File: src/rtl/gcd.sv
// Binary (Stein's) GCD engine for two unsigned 32-bit operands.
// Start/done handshake; CALC performs one reduction step per clock.
module gcd (
  input  logic        clk,
  input  logic        rst,
  input  logic        start,
  input  logic [31:0] a,
  input  logic [31:0] b,
  output logic [31:0] result,
  output logic        done
);

  typedef enum logic [1:0] {
    IDLE = 2'd0,
    CALC = 2'd1,
    DONE = 2'd2
  } state_t;

  state_t      state_q;
  logic [31:0] x_q, y_q, x_d, y_d;
  logic [5:0]  k_q, k_d;
  logic [31:0] result_q;
  logic        done_q;
  logic [31:0] diff_xy, diff_yx;

  // Next x/y/k for a non-terminating step; zero operands are caught in the FSM first.
  always_comb begin
    x_d     = x_q;
    y_d     = y_q;
    k_d     = k_q;
    diff_xy = x_q - y_q;
    diff_yx = y_q - x_q;
    if (!x_q[0] && !y_q[0]) begin
      x_d = x_q >> 1;
      y_d = y_q >> 1;
      k_d = k_q + 6'd1;
    end else if (!x_q[0]) begin
      x_d = x_q >> 1;
    end else if (!y_q[0]) begin
      y_d = y_q >> 1;
    end else if (x_q >= y_q) begin
      x_d = diff_xy >> 1;
    end else begin
      y_d = diff_yx >> 1;
    end
  end

  always_ff @(posedge clk or posedge rst) begin
    if (rst) begin
      state_q  <= IDLE;
      x_q      <= '0;
      y_q      <= '0;
      k_q      <= '0;
      result_q <= '0;
      done_q   <= 1'b0;
    end else begin
      case (state_q)
        IDLE, DONE: begin
          if (start) begin
            x_q     <= a;
            y_q     <= b;
            k_q     <= '0;
            done_q  <= 1'b0;
            state_q <= CALC;
          end
        end
        CALC: begin
          if (x_q == 32'd0) begin
            result_q <= y_q << k_q;
            done_q   <= 1'b1;
            state_q  <= DONE;
          end else if (y_q == 32'd0) begin
            result_q <= x_q << k_q;
            done_q   <= 1'b1;
            state_q  <= DONE;
          end else begin
            x_q <= x_d;
            y_q <= y_d;
            k_q <= k_d;
          end
        end
        default: state_q <= IDLE;
      endcase
    end
  end

  assign result = result_q;
  assign done   = done_q;

endmodule

File: config.mk
export PLATFORM = sky130hd
export DESIGN_NAME = gcd
export DESIGN_NICKNAME = d
export VERILOG_FILES = /design/src/rtl/gcd.sv
export SDC_FILE = /design/constraint.sdc
export NUM_CORES = 1
export LEC_CHECK = 0
export CORE_UTILIZATION = 50
export CTS_BUF_LIST = sky130_fd_sc_hd__clkbuf_16
export DETAILED_ROUTE_END_ITERATION = 10
export GPL_TIMING_DRIVEN = 1
export PLACE_DENSITY = 0.71
export SYNTH_ARGS = -nofsm -noshare
export SYNTH_HDL_FRONTEND = slang
export SYNTH_SLANG_ARGS = --single-unit
File: constraint.sdc
create_clock -name clk -period 3.9 [get_ports clk]
set_input_delay 0.78 -clock clk [delete_from_list [all_inputs] [get_ports clk]]
set_output_delay 0.78 -clock clk [all_outputs]
set_load 0.05 [all_outputs]
==> results_dict.tcl, run 1 <==
set metrics [dict create \
    cts_tree "yes" \
    min-delay-path-class "flip-flop to flip-flop" \
    ys_warn_count 0 \
    io_buffer_count 99 \
    fp.dieW_um 150 \
    vias_per_cell 6.96 \
    clock_latency_ns 0.38 \
    core_mm2 0.0212 \
    required_ns 4.15 \
    endpoint "x_q[17]" \
    clkTransAtPathRegs_ns 0.09 \
    grt_pass1_vias 11200 \
    period_share 0.977 \
    slew_violations 0 \
    drt_iter0_drc 1583 \
    cts_made_buffers 9 \
    ys_top_cells_by_area "dfrtp_1 24%, ha_1 7.7%, nand2_1 4.9%" \
    syn_area_mm2 0.0109 \
    drive_gt1_frac 0.0936 \
    htree_levels 3 \
    synth_largest_area_cell "dfrtp_1" \
    clock_skew_ns 0.0140 \
    start_util 0.515 \
    num-nets-final 1605 \
    drtAntennaViolNets 0 \
    slew_headroom 0.350 \
    drtPass1Iterations 8 \
    rr_startpoint "x_q[17]" \
    worstSetupStartpoint "x_q[17]" \
    worst_pin_slew_ns 0.976 \
    vias 12200 \
    wl_per_cell_um 25.7 \
    ys_async_sr_fraction 1.00 \
    syn2layout_area_growth_pct 16.1 \
    row_count 53 \
    cts.root.buffer_cell "clkbuf_16" \
    critPathArrivalTime_ns 4.06 \
    hold_viol_final 0 \
    avgSynthCellArea_um2 7.84 \
    setup_tns_ns 0 \
    critPathMaxFanout 14 \
    grt_pass1_wl_mm 68.3 \
    max_freq_mhz 262 \
    clkSinkCount 105 \
    setup_viol 0 \
    die_h_um 150 \
    syn_inst 1394 \
    synth_cell_types 87 \
    diodes 0 \
    status "completed" \
    place_hpwl_mm 34.9 \
    gp_congestion 1.04 \
    drt_wl_total_mm 45.0 \
    route.detailed.drc 0 \
    io_pins 100 \
    ys_seq_elements 105 \
    r2r-end "x_q[17]" \
    worstSetupPathType "flip-flop to flip-flop" \
    rsz0062_at_grt "no" \
    grt_max_degree 59 \
    critPathCaptureType "flip-flop" \
    reg2reg_depth 11 \
    ys.flop_type "dfrtp_1" \
    syn-num-nets 1530 \
    period_needed_ns 3.81 \
    synth_edf_count 0 \
    postCtsHoldBufs 0 \
    antenna_found_initial 0 \
    yosysTopAreaCellShare 0.240 \
    cap_violations 0 \
    synth_commonest_cells "144 x nand2_1, 107 x nor2_1, 105 x dfrtp_1" \
    overflow 0 \
    worst-r2r-setup-slack_ns 0.09 \
    yosysSeqAreaShare 0.240 \
    yosysMostFrequentCell "nand2_1" \
    die_area_mm2 0.0224 \
    clk_path_buf_depth 2 \
    cp-start-kind "flip-flop" \
    grtUsageTotal 0.408 \
]
cell usage in the layout, fill, tap and decap left out, types with 22 or more instances in the layout:
cell type,count
inv_1,87
a21oi_1,97
a221oi_1,35
nor3_1,35
o211ai_1,22
nand2_1,143
xnor2_1,27
a21o_1,36
a211oi_1,24
o21ai_0,84
ha_1,67
o31ai_1,52
buf_4,62
dfrtp_1,104
nor2_1,107
clkdlybuf4s50_1,99
nand3_1,27
kinds of logic after synthesis:
kind of cell	Yosys count	synth area share
compound gates	524	0.335
simple gates	430	0.196
buf+inv	191	0.0717
flops	105	0.240
fa+ha+maj	69	0.0804
xor+xnor	38	0.0305
mux	37	0.0460
worst min path at each step:
stage | start | endpoint | slack, ns | cells after the start
after floorplan | y_q[8] | y_q[8] | 0.50 | 2
after global placement | result[14] | result[14] | 0.46 | 1
after detailed placement | result[14] | result[14] | 0.46 | 1
after CTS | result[14] | result[14] | 0.48 | 1
after global routing | result[15] | result[15] | 0.50 | 1
final | result[14] | result[14] | 0.48 | 1
state kept, by name (all words and copies together), names as in the netlist:
name / cells
result: 32
x_q: 32
y_q: 32
k_q: 6
state_q: 2
done: 1
metal layers:
layer / vias up / track usage / share of wire
met5: - / 0 / 0
met4: 0 / 0.185 / 0.049
met3: 143 / 0.0741 / 0.11
met2: 792 / 0.604 / 0.43
met1: 5811 / 0.573 / 0.42
li1: 5423 / - / -
cell type report:
class,count,area (um^2)
Sequential cell,105,2630
Fill cell,1994,8530
Clock buffer,9,225
Timing Repair Buffer,164,1520
Tap cell,275,344
Clock inverter,7,80.1
Multi-Input combinational cell,1098,7550
Inverter,91,344
per-stage QoR:
stage	setup WS (ns)	utilization	area, um^2	cells	hold slack (ns)
after CTS	0.216	0.598	12700	1749	0.483
after floorplan	0.359	-	10900	1394	0.495
after global placement	0.282	0.583	12400	1733	0.461
final	0.0882	0.598	12700	1749	0.479
after global routing	0.0149	0.598	12700	1749	0.503
after detailed placement	0.215	0.583	12400	1733	0.464
worst max-delay path, stage by stage, from the launching register on:
cell and delay (ns):
dfrtp_1 0.51, inv_1 0.14, ha_1 0.48, a21oi_1 0.25, o21ai_1 0.27, a311o_1 0.41
a211oi_2 0.22, o21a_2 0.41, nor3_4 0.08, buf_4 0.23, a221oi_1 0.54, o31ai_1 0.13
timing repair:
| item | in CTS | in global routing |
|---|---|---|
| buffers inserted | 0 | 0 |
| resized for setup | 0 | 2 |
| hold endpoints to repair | 0 | 0 |
| endpoints found under the setup margin | 0 | 8 |
Power of run 1 is not shown: default switching activity piles up to over one toggle a cycle in this logic, so the estimate is an artifact.
==> inputs of run 2 (changes only) <==
--- a/config.mk
+++ b/config.mk
@@ -10,6 +10,7 @@
 export DETAILED_ROUTE_END_ITERATION = 10
 export GPL_TIMING_DRIVEN = 1
 export PLACE_DENSITY = 0.71
+export SLEW_MARGIN = 10
 export SYNTH_ARGS = -nofsm -noshare
 export SYNTH_HDL_FRONTEND = slang
 export SYNTH_SLANG_ARGS = --single-unit
==> results of run 2 <==
Same layout as run 1: the final DEF is identical, and so are final timing and power.
Power of run 2 is left out for the same reason.
